==> src/rtl/counter_ud_mod.sv <==
// counter_ud_mod -- up/down counter with programmable step, modulo-wrap or
// saturating bounds, boundary event pulses and a sticky overflow flag.
//
// Parameters
//   WIDTH    counter width in bits
//   MAX_VAL  terminal value; count range is 0..MAX_VAL (1..2**WIDTH-1)
//   STEP_W   step input width; 2**STEP_W-1 must not exceed MAX_VAL
//
// Ports
//   clk        in   rising-edge clock
//   rstn       in   asynchronous active-low reset
//   clr        in   synchronous clear (highest priority)
//   load_en    in   load count from load (clamped to MAX_VAL)
//   load       in   [WIDTH]  load value
//   en         in   count enable
//   down       in   1 = count down, 0 = count up
//   step       in   [STEP_W] step magnitude
//   sat_mode   in   1 = saturate at bounds, 0 = modulo wrap
//   count      out  [WIDTH]  registered count
//   rollover   out  registered pulse on an up-boundary crossing
//   underflow  out  registered pulse on a down-boundary crossing
//   ovf_sticky out  registered; set by any boundary event, cleared by clr/reset
//   at_max     out  combinational count == MAX_VAL
//   at_zero    out  combinational count == 0
//
// Optional feature (macro COUNTER_UD_MOD_CMP_EN):
//   cmp_val    in   [WIDTH]  compare value
//   cmp_hit    out  registered pulse when count changes to cmp_val

module counter_ud_mod #(
  parameter int unsigned WIDTH   = 8,
  parameter int unsigned MAX_VAL = (2 ** WIDTH) - 1,
  parameter int unsigned STEP_W  = 4
) (
  input  logic              clk,
  input  logic              rstn,
  input  logic              clr,
  input  logic              load_en,
  input  logic [WIDTH-1:0]  load,
  input  logic              en,
  input  logic              down,
  input  logic [STEP_W-1:0] step,
  input  logic              sat_mode,
`ifdef COUNTER_UD_MOD_CMP_EN
  input  logic [WIDTH-1:0]  cmp_val,
  output logic              cmp_hit,
`endif
  output logic [WIDTH-1:0]  count,
  output logic              rollover,
  output logic              underflow,
  output logic              ovf_sticky,
  output logic              at_max,
  output logic              at_zero
);

  // Parameter sanity checks at elaboration time.
  if (MAX_VAL < 1 || MAX_VAL > (2 ** WIDTH) - 1) begin : g_bad_max
    $error("counter_ud_mod: MAX_VAL out of range 1..2**WIDTH-1");
  end
  if ((2 ** STEP_W) - 1 > MAX_VAL) begin : g_bad_step
    $error("counter_ud_mod: 2**STEP_W-1 must be <= MAX_VAL");
  end

  localparam int unsigned EW = WIDTH + 1;  // extended arithmetic width

  logic [EW-1:0]    max_ext;
  logic [EW-1:0]    cnt_ext;
  logic [EW-1:0]    step_ext;
  logic [EW-1:0]    load_ext;
  logic [EW-1:0]    sum_ext;

  logic [WIDTH-1:0] count_q,     count_d;
  logic             rollover_q,  rollover_d;
  logic             underflow_q, underflow_d;
  logic             sticky_q,    sticky_d;

  assign max_ext  = EW'(MAX_VAL);
  assign cnt_ext  = {1'b0, count_q};
  assign step_ext = EW'(step);
  assign load_ext = {1'b0, load};
  assign sum_ext  = cnt_ext + step_ext;

  always_comb begin
    count_d     = count_q;
    rollover_d  = 1'b0;
    underflow_d = 1'b0;
    sticky_d    = sticky_q;

    if (clr) begin
      count_d  = '0;
      sticky_d = 1'b0;
    end else if (load_en) begin
      count_d = (load_ext > max_ext) ? WIDTH'(MAX_VAL) : load;
    end else if (en && (step != '0)) begin
      if (!down) begin
        if (sum_ext <= max_ext) begin
          count_d = WIDTH'(sum_ext);
        end else begin
          // Crossing the top: fold back into 0..MAX_VAL or pin at MAX_VAL.
          count_d    = sat_mode ? WIDTH'(MAX_VAL)
                                : WIDTH'(sum_ext - (max_ext + EW'(1)));
          rollover_d = 1'b1;
          sticky_d   = 1'b1;
        end
      end else begin
        if (cnt_ext >= step_ext) begin
          count_d = WIDTH'(cnt_ext - step_ext);
        end else begin
          // count < step <= MAX_VAL, so the wrapped value fits in EW bits.
          count_d     = sat_mode ? '0
                                 : WIDTH'((max_ext + EW'(1) - step_ext) + cnt_ext);
          underflow_d = 1'b1;
          sticky_d    = 1'b1;
        end
      end
    end
  end

  always_ff @(posedge clk or negedge rstn) begin
    if (!rstn) begin
      count_q     <= '0;
      rollover_q  <= 1'b0;
      underflow_q <= 1'b0;
      sticky_q    <= 1'b0;
    end else begin
      count_q     <= count_d;
      rollover_q  <= rollover_d;
      underflow_q <= underflow_d;
      sticky_q    <= sticky_d;
    end
  end

`ifdef COUNTER_UD_MOD_CMP_EN
  logic cmp_hit_q, cmp_hit_d;

  // Only a real change of value can hit; a held count never re-triggers.
  assign cmp_hit_d = (count_d != count_q) && (count_d == cmp_val);

  always_ff @(posedge clk or negedge rstn) begin
    if (!rstn) begin
      cmp_hit_q <= 1'b0;
    end else begin
      cmp_hit_q <= cmp_hit_d;
    end
  end

  assign cmp_hit = cmp_hit_q;
`endif

  assign count      = count_q;
  assign rollover   = rollover_q;
  assign underflow  = underflow_q;
  assign ovf_sticky = sticky_q;
  assign at_max     = (count_q == WIDTH'(MAX_VAL));
  assign at_zero    = (count_q == '0);

endmodule

==> config.mk <==
export PLATFORM = sky130hd
export DESIGN_NAME = counter_ud_mod
export DESIGN_NICKNAME = d
export VERILOG_FILES = /design/src/rtl/counter_ud_mod.sv
export SDC_FILE = /design/constraint.sdc
export NUM_CORES = 1
export LEC_CHECK = 0
export BUFFER_PORTS_ARGS = -buffer_cell sky130_fd_sc_hd__buf_2
export CELL_PAD_IN_SITES_DETAIL_PLACEMENT = 0
export CELL_PAD_IN_SITES_GLOBAL_PLACEMENT = 1
export CORE_ASPECT_RATIO = 1.75
export CORE_MARGIN = 2
export CORE_UTILIZATION = 30
export CTS_CLUSTER_DIAMETER = 100
export CTS_CLUSTER_SIZE = 8
export DETAILED_ROUTE_END_ITERATION = 10
export GPL_TIMING_DRIVEN = 0
export PLACE_DENSITY = 0.61
export SLEW_MARGIN = 10
export SYNTH_ARGS = -nofsm -noshare
export SYNTH_HDL_FRONTEND = slang
export SYNTH_SLANG_ARGS = --single-unit
==> constraint.sdc <==
create_clock -name clk -period 3.4 [get_ports clk]
set_clock_uncertainty 0.15 [all_clocks]
set_input_delay 0.17 -clock clk [delete_from_list [all_inputs] [get_ports clk]]
set_output_delay 0.17 -clock clk [all_outputs]
set_load 0.01 [all_outputs]
==> results of run 1 <==
[report_power, final]
part | internal [mW] | switching, mW | total, mW
clock | 0.0830 | 0.0580 | 0.141
sequential | 0.140 | 0.0187 | 0.159
combinational | 0.131 | 0.172 | 0.303
[cells by family after synthesis]
| family | count (synthesis) | synth area share |
|---|---|---|
| flip-flops | 11 | 0.186 |
| buffers and inverters | 20 | 0.0582 |
| XOR/XNOR | 14 | 0.0827 |
| AO/OA/AOI/OAI | 58 | 0.308 |
| AND/OR/NAND/NOR | 47 | 0.185 |
| adder cells (fa/ha/maj) | 18 | 0.167 |
| multiplexers | 2 | 0.0135 |
[metrics by stage]
step / cells / util / instance area [sq um]
floorplan: 170 / - / 1480
global placement: 253 / 0.362 / 1700
detailed placement: 253 / 0.362 / 1700
CTS: 259 / 0.376 / 1770
global route: 259 / 0.376 / 1770
finish: 259 / 0.376 / 1770
[worst max-delay path by stage]
stage | from | to | slack, ns | cells after the start
final | count[0] | count[0] | 0.62 | 10
after global routing | count[0] | count[2] | 0.46 | 10
after CTS | count[0] | count[0] | 0.60 | 10
after detailed placement | count[0] | count[0] | 0.60 | 10
after global placement | count[0] | count[0] | 0.63 | 10
after floorplan | count[0] | count[0] | 0.96 | 10
[worst max-delay path: cells and delay by family (launching register included)]
kind | cells | cell delay [ns]
AO/OA/AOI/OAI | 4 | 0.90
adder cells (fa/ha/maj) | 2 | 0.58
buffers and inverters | 2 | 0.16
flip-flops | 1 | 0.44
AND/OR/NAND/NOR | 2 | 0.43
[registers in the layout, indices dropped and copies added, names as in the netlist]
name,count
ovf_sticky,1
count,8
underflow,1
rollover,1
[metal layers]
metal  part of all wire  vias to the layer above
li1                   -                      706
met1               0.39                      712
met2               0.57                       36
met3              0.030                        7
met4              0.019                        0
met5                  0                        -
[cells in the final DEF (no fill, tap or decap), types with 2 or more instances in the layout]
master / instances
a221o_1: 4
ha_1: 15
dfrtp_1: 11
mux2i_1: 2
a21o_1: 6
o22ai_1: 2
nor3_1: 6
a21oi_1: 3
inv_1: 13
o31a_1: 2
a221oi_1: 5
o21ai_1: 6
clkbuf_8: 3
nand4_1: 2
nor2b_1: 7
nand2b_1: 3
xor2_1: 6
o21ai_0: 4
xnor2_1: 8
a21boi_0: 3
o21a_1: 3
buf_2: 34
dlygate4sd3_1: 2
clkbuf_1: 2
nand2_1: 2
nand3_1: 5
a22oi_1: 5
nor2_1: 13
fa_1: 3
a211oi_1: 5
[final cells by class]
class,instances,share of cell area
timing repair buffer,33,0.0991
buffer,6,0.0191
inverter,14,0.0297
tap,52,0.0368
clock buffer,4,0.0255
sequential,11,0.156
multi-input combinational,139,0.634
==> impl_metrics.toml, run 1 <==
[route]
ant_nets = 0
routedWlPerCell_microns = 18.4
drtIter0Drc = 42
viasPerCell = 5.64
drcViolationCount = 0
drt_wl_total_mm = 4.76
num_vias = 1461
drt-pass1-iter-count = 4

[yosys]
synth.most_common_cell = "ha_1"
yosysWarnings = 0
synth_area_sq_mm = 0.00148
synth_edf_count = 0
ys.flop_type = "dfrtp_1"
synth.top_cell.area_share = 0.186
syn_inst = 170
ys_ff_latch = 11
synthArstFlopShare = 1.00
yosysTopAreaCell = "dfrtp_1"
avgSynthCellArea_sq_um = 8.72
synth_seq_area_share = 0.186
yosys.cell_types.count = 50
syn_nets = 207
synth_area_leaders = "dfrtp_1, ha_1, xnor2_1"
ys_top_cells_by_count = "ha_1, inv_1, nor2_1"

[setup_path]
cp.arrival_ns = 2.77
crit_fanout = 10
reg2reg_to = "count[0]"
critPathMaxStageDelay_ns = 0.44
worstRegToRegCells = 10
slowest_stage = "dfrtp_1"
crit_top_cell = "inv_1"
start_kind = "flip-flop"
reg2reg_slack_ns = 0.62
worstSetupPathType = "reg -> reg"
path_cells = "inv_1 > ha_1 > inv_1 > fa_1 > a21o_1 > a21oi_4 > nand3_4 > nor2_2 > a221oi_1 > a221o_1"
r2r-start = "count[0]"
crit_path_end_kind = "flip-flop"
critPathRequiredTime_ns = 3.38

[layout]
drive_gt1_frac = 0.227
area_growth_pct = 19.2
nets = 245
n_fill_cell = 515
antenna_cells = 0
regArea_sq_um = 275
multi_input_area_sq_mm = 0.00112

[clock_tree]
cts_setup_buffers = 0
postCtsHoldBufs = 2
numCtsBuffers = 3
cts_buffer_depth = 2
cts_max_level = 1
clkSinkCount = 11
clk_pin_slew_ns = 0.05
cts_tree = "built"
root_buffer = "clkbuf_8"
clk_latency_ns = 0.25
cts.repair.resized = 0

[floorplan]
die_h_microns = 97
placementRows = 33
num_io_pins = 32
die_area_sq_mm = 0.00554
core_sq_mm = 0.00471
initial_core_util = 0.315
die_x_microns = 57.1

[timing]
tightestPinTransition_ns = 0.680
rsz0062_at_grt = "false"
fin_ws_ns = 0.617
finalHoldWorstSlack_ns = 0.00189
setup_tns_ns = 0
timing.final.crit_share = 0.818
drv_slew = 0
hold_viol_final = 0
fmax_ghz = 0.359
slew_headroom = 0.546
setup_viol = 0
final.min_clock_period_ns = 2.78

[status]
outcome = "complete, no violations"

[pwr]
vdd_drop_max_v = 0.000238
leakage_nw = 0.815
power_mw = 0.603
power_density_mw_per_mm2 = 341

[placed_design]
place.gp.congestion = 0.760
io_buffers = 31
pre_cts_slack_ns = 0.604
dp_hpwl_mm = 3.84

[min_path]
min_to = "count[0]"
hold_start = "load[0]"
hold_path_class = "in -> reg"
whs_path_depth = 2

[grt]
use_met2 = 0.340
grt_use_total = 0.177
antenna_found_initial = 0
grt_max_degree = 12
busiest_layer = "met2"
met3_usage = 0.0187
grt_pass1_wl_mm = 7.58
use_met1 = 0.191
grt-ovfl-total = 0
grt_pass1_vias = 1525

[job]
drv_cap = 0
Note: power is estimated with default switching activity, not from simulation.
==> inputs of run 2 (changes only) <==
--- a/config.mk
+++ b/config.mk
@@ -5,6 +5,7 @@
 export SDC_FILE = /design/constraint.sdc
 export NUM_CORES = 1
 export LEC_CHECK = 0
+export ABC_AREA = 1
 export BUFFER_PORTS_ARGS = -buffer_cell sky130_fd_sc_hd__buf_2
 export CELL_PAD_IN_SITES_DETAIL_PLACEMENT = 0
 export CELL_PAD_IN_SITES_GLOBAL_PLACEMENT = 1
@@ -15,7 +16,7 @@
 export CTS_CLUSTER_SIZE = 8
 export DETAILED_ROUTE_END_ITERATION = 10
 export GPL_TIMING_DRIVEN = 0
-export PLACE_DENSITY = 0.61
+export PLACE_DENSITY = 0.63
 export SLEW_MARGIN = 10
 export SYNTH_ARGS = -nofsm -noshare
 export SYNTH_HDL_FRONTEND = slang
==> constraint.sdc (replaced) <==
create_clock -name clk -period 2.7 [get_ports clk]
set_clock_uncertainty 0.15 [all_clocks]
set_input_delay 0.135 -clock clk [delete_from_list [all_inputs] [get_ports clk]]
set_output_delay 0.135 -clock clk [all_outputs]
set_load 0.01 [all_outputs]
==> impl_metrics.toml, run 2 <==
[timing]
setup_tns_ns = 0
setup_viol = 0
timing.final.crit_share = 0.865
hold_viol_final = 0
slew_headroom = 0.731
fin_ws_ns = 0.364
fmax_ghz = 0.428
rsz0062_at_grt = "false"
final.min_clock_period_ns = 2.34
tightestPinTransition_ns = 0.404
drv_slew = 0

[grt]
grt_pass1_wl_mm = 9.07
grt-ovfl-total = 0
grt_max_degree = 12
use_met2 = 0.368
met3_usage = 0.00123
use_met1 = 0.204
grt_pass1_vias = 1888
busiest_layer = "met2"
grt_use_total = 0.188
antenna_found_initial = 0

[yosys]
synth_area_sq_mm = 0.00176
synth_xor_area_frac = 0.0248
synth_area_leaders = "dfrtp_1, nand2_1, ha_1"
syn_inst = 277
ys_ff_latch = 11
syn_nets = 314
yosysWarnings = 0
synth-compound-area-share = 0.121
synth_edf_count = 0
yosysTopAreaCell = "dfrtp_1"
synthArstFlopShare = 1.00
ys.flop_type = "dfrtp_1"
synth_adder_area_share = 0.141
synth.top_cell.area_share = 0.156
synth.most_common_cell = "nand2_1"
synth_top_family_by_area = "simple AND/OR/NAND/NOR gates"
synthSimpleGateAreaFrac = 0.435
ys_top_cells_by_count = "nand2_1, inv_1, nand3_1"
yosys.cell_types.count = 30
avgSynthCellArea_sq_um = 6.36
synth_seq_area_share = 0.156
synthMuxAreaShare = 0

[clock_tree]
cts_buffer_depth = 2
cts_tree = "built"
clk_pin_slew_ns = 0.05
numCtsBuffers = 3
cts_setup_buffers = 0
clkSinkCount = 11
clk_latency_ns = 0.24
cts_max_level = 1
root_buffer = "clkbuf_8"

[layout]
multi_input_area_sq_mm = 0.00127
antenna_cells = 0
final_cell_mix = "nand2_1, inv_1, nand3_1, buf_2, a21oi_1"
utilization = 0.357
largest_register_ffs = 8
drive_gt1_frac = 0.234
area_growth_pct = 17.2
n_fill_cell = 669
final_common_cell = "nand2_1"
regArea_sq_um = 275
nets = 350

[route]
ant_nets = 0
routedWlPerCell_microns = 14.5
num_vias = 1821
drt-pass1-iter-count = 4
drcViolationCount = 0
viasPerCell = 4.67
drt_wl_total_mm = 5.64
drtIter0Drc = 51

[min_path]
hold_path_class = "in -> reg"

[setup_path]
critPathRequiredTime_ns = 2.67
crit_top_cell = "nand2_1"
cp.arrival_ns = 2.31
start_kind = "flip-flop"
path_cells = "ha_1 > fa_1 > nand3_1 > nand2_2 > nand3_2 > nand2_1 > inv_2 > nand2_1 > nand2_1 > inv_1 > nand2_1 > a21oi_2"
worstSetupPathType = "reg -> reg"
critPathMaxStageDelay_ns = 0.44
critPathTopFamily = "adder cells"
path_buf_inv = 2
crit_path_end_kind = "flip-flop"
slowest_stage = "fa_1"
crit_fanout = 7

[floorplan]
die_area_sq_mm = 0.00653
die_h_microns = 105
num_io_pins = 32
placementRows = 37
core_sq_mm = 0.00579
initial_core_util = 0.305
die_x_microns = 62.0

[placed_design]
pre_cts_slack_ns = 0.327
io_buffers = 30
place.gp.congestion = 0.800
dp_hpwl_mm = 4.92

[pwr]
vdd_drop_max_v = 0.000135
power_density_mw_per_mm2 = 456
leakage_nw = 1.12

[status]
outcome = "complete, no violations"

[job]
drv_cap = 0
[run 2: changes by cell type after synthesis, sizes merged, moves of 6 or more]
cell / previous run / this run
a21oi: 4 / 23
inv: 14 / 47
nor2: 14 / 27
nor2b: 7 / 0
nand2: 2 / 80
nand4: 2 / 9
xnor2: 8 / 2
a21o: 6 / 0
nand3: 6 / 34
[run 2: timing repair]
action	4_1_cts	5_1_grt
endpoints found under the hold margin	11	0
hold buffers	1	0
gates resized for setup	0	0
[run 2: routing by layer]
layer | vias to the layer above | wire, microns
met3 | 6 | 118
met2 | 29 | 3410
met4 | 0 | 84
met1 | 822 | 2030
li1 | 964 | -
met5 | - | 0
[run 2: path summary, 6_finish.rpt]
path | startpoint | end | slack [ns] | depth (start not counted)
setup / recovery | count[0] | count[4] | 0.36 | 12
min in group asynchronous | rstn | count[5] | 0.15 | 2
max in group asynchronous | rstn | count[7] | 2.05 | 2
hold / removal | load[3] | count[3] | 0.05 | 3
setup reg to reg | count[0] | count[4] | 0.36 | 12
hold reg to reg | ovf_sticky | ovf_sticky | 0.34 | 2
[run 2: through the flow]
stage | power, mW | instance area, sq um | cells | hold WS (ns)
finish | 0.942 | 2070 | 390 | 0.0543
global route | 1.03 | 2070 | 390 | 0.0709
CTS | 0.951 | 2070 | 390 | 0.0625
detailed placement | 0.785 | 2010 | 385 | -0.129
global placement | 0.783 | 2010 | 385 | -0.129
floorplan | 0.625 | 1760 | 277 | -0.311
[run 2: cell families (layout without fill, tap and decap cells)]
group / after synthesis / count (layout)
adder cells (fa/ha/maj): 18 / 18
AO/OA/AOI/OAI: 35 / 35
buffers and inverters: 52 / 87
XOR/XNOR: 5 / 5
AND/OR/NAND/NOR: 156 / 156
flip-flops: 11 / 11
[run 2: tightest hold or removal path, delay by kind of cell]
family / cells / cell delay [ns]
buffers and inverters: 1 / 0.08
AOI/OAI and AO/OA: 2 / 0.18
[run 2: area by class of cell]
cell class / instances / share of cell area
clock buffers: 4 / 0.0218
flip-flops and latches: 11 / 0.133
multi-input cells: 214 / 0.616
plain buffers: 5 / 0.0188
inverters: 47 / 0.0854
repair buffers: 31 / 0.0775
well taps: 78 / 0.0472
[run 2: power breakdown]
part,internal (mW),total [mW],switching [mW]
Sequential,0.182,0.222,0.0400
Clock,0.104,0.165,0.0612
Combinational,0.206,0.555,0.349
Total,0.492,0.942,0.450
==> inputs of run 3 (changes only) <==
--- a/config.mk
+++ b/config.mk
@@ -11,12 +11,13 @@
 export CELL_PAD_IN_SITES_GLOBAL_PLACEMENT = 1
 export CORE_ASPECT_RATIO = 1.75
 export CORE_MARGIN = 2
-export CORE_UTILIZATION = 30
+export CORE_UTILIZATION = 40
+export CTS_BUF_LIST = sky130_fd_sc_hd__clkbuf_8
 export CTS_CLUSTER_DIAMETER = 100
 export CTS_CLUSTER_SIZE = 8
 export DETAILED_ROUTE_END_ITERATION = 10
 export GPL_TIMING_DRIVEN = 0
-export PLACE_DENSITY = 0.63
+export PLACE_DENSITY = 0.81
 export SLEW_MARGIN = 10
 export SYNTH_ARGS = -nofsm -noshare
 export SYNTH_HDL_FRONTEND = slang
==> impl_metrics.toml, run 3 (synthesized netlist as in run 2, its figures left out) <==
[placed_design]
pre_cts_slack_ns = 0.363
dp_cells = 358
placed_area_sq_mm = 0.00198
place.gp.congestion = 0.890
dp_hpwl_mm = 4.39
io_buffers = 30

[setup_path]
crit_path_end_kind = "flip-flop"
worstSetupPathType = "reg -> reg"
path_buf_inv = 1
cp.arrival_ns = 2.27
crit_fanout = 7
path_cells = "ha_1 > fa_1 > nand3_1 > nand2_2 > nand3_2 > nand2_1 > inv_2 > nand3_1 > nand4_1 > a21oi_1"
critPathRequiredTime_ns = 2.67
critPathTopFamily = "adder cells"
critPathMaxStageDelay_ns = 0.44
start_kind = "flip-flop"
slowest_stage = "fa_1"
crit_top_cell = "nand3_1"

[floorplan]
die_h_microns = 91.8
initial_core_util = 0.408
die_x_microns = 54.2
placementRows = 32
num_io_pins = 32
core_sq_mm = 0.00432
die_area_sq_mm = 0.00498

[grt]
grt-ovfl-total = 0
antenna_found_initial = 0
met3_usage = 0.0114
use_met2 = 0.422
grt_pass1_wl_mm = 8.39
busiest_layer = "met2"
use_met1 = 0.257
grt_pass1_vias = 1824
grt_use_total = 0.232
grt_max_degree = 12

[clock_tree]
clk_latency_ns = 0.24
clkSinkCount = 11
clk_pin_slew_ns = 0.05
root_buffer = "clkbuf_8"
cts_tree = "built"
numCtsBuffers = 3
cts_max_level = 1
cts_buffer_depth = 2

[layout]
final_common_cell = "nand2_1"
largest_register_ffs = 8
drive_gt1_frac = 0.234
final_area_sq_mm = 0.00203
final_cell_mix = "nand2_1, inv_1, nand3_1, buf_2, a21oi_1"
utilization = 0.470
nets = 350
final_cells = 363
area_growth_pct = 15.3
antenna_cells = 0

[job]
drv_cap = 0

[timing]
tightestPinTransition_ns = 0.437
timing.final.crit_share = 0.852
rsz0062_at_grt = "false"
drv_slew = 0
fin_ws_ns = 0.399
hold_viol_final = 0
final.min_clock_period_ns = 2.30
fmax_ghz = 0.435
setup_tns_ns = 0
setup_viol = 0
slew_headroom = 0.709
finalHoldWorstSlack_ns = 0.0453

[pwr]
leakage_nw = 1.13
vdd_drop_max_v = 0.000465
power_mw = 0.929
power_density_mw_per_mm2 = 457

[route]
drt-pass1-iter-count = 4
viasPerCell = 5.07
routedWlPerCell_microns = 14.4
drtIter0Drc = 49
num_vias = 1842
drt_wl_total_mm = 5.21
ant_nets = 0
drcViolationCount = 0

[min_path]
hold_path_class = "in -> reg"

[status]
outcome = "complete, no violations"
-- run 3: cell count changes in the layout (fill, tap and decap cells not counted) --
cell,delta
clkbuf_1,-1
inv_1,+1
-- run 3: cell type report --
cell class	count	area (sq um)
clock buffer	3	41.3
multi-input combinational	214	1270
timing repair buffer	31	160
tap	51	63.8
sequential	11	275
buffer	5	38.8
fill	491	2290
inverter	47	176
clock inverter	1	3.75
-- run 3: path summary, 6_finish.rpt --
| check | depth (start not counted) | slack, ns | to | start |
|---|---|---|---|---|
| worst max-delay path | 10 | 0.40 | count[7] | count[0] |
| worst min register to register | 2 | 0.34 | ovf_sticky | ovf_sticky |
| worst max register to register | 10 | 0.40 | count[7] | count[0] |
| max in group asynchronous | 2 | 2.03 | ovf_sticky | rstn |
| min in group asynchronous | 2 | 0.16 | count[5] | rstn |
| worst min-delay path | 3 | 0.05 | count[4] | load[4] |
-- run 3: worst register-to-register path, stage by stage (launching register included) --
cell and delay (ns):
dfrtp_1 0.41, ha_1 0.30, fa_1 0.44, nand3_1 0.14
nand2_2 0.13, nand3_2 0.11, nand2_1 0.07, inv_2 0.16
nand3_1 0.09, nand4_1 0.12, a21oi_1 0.07
-- run 3: layer usage --
layer / part of all wire / wire [microns]
met5: 0 / 0
met1: 0.39 / 2050
met4: 0.040 / 208
met3: 0.021 / 108
met2: 0.55 / 2850
-- run 3: what timing repair did --
action	4_1_cts	5_1_grt
endpoints found under the setup margin	0	0
gates resized for setup	0	0
hold buffers	1	0
endpoints found under the hold margin	11	0
buffers inserted	0	0
-- run 3: where the power goes --
group          leakage, nW  switching, mW  total (mW)  internal, mW
Sequential           0.143         0.0368       0.219         0.182
Clock               0.0269         0.0604       0.160        0.0997
Combinational        0.959          0.344       0.551         0.206
Total                 1.13          0.441       0.929         0.488
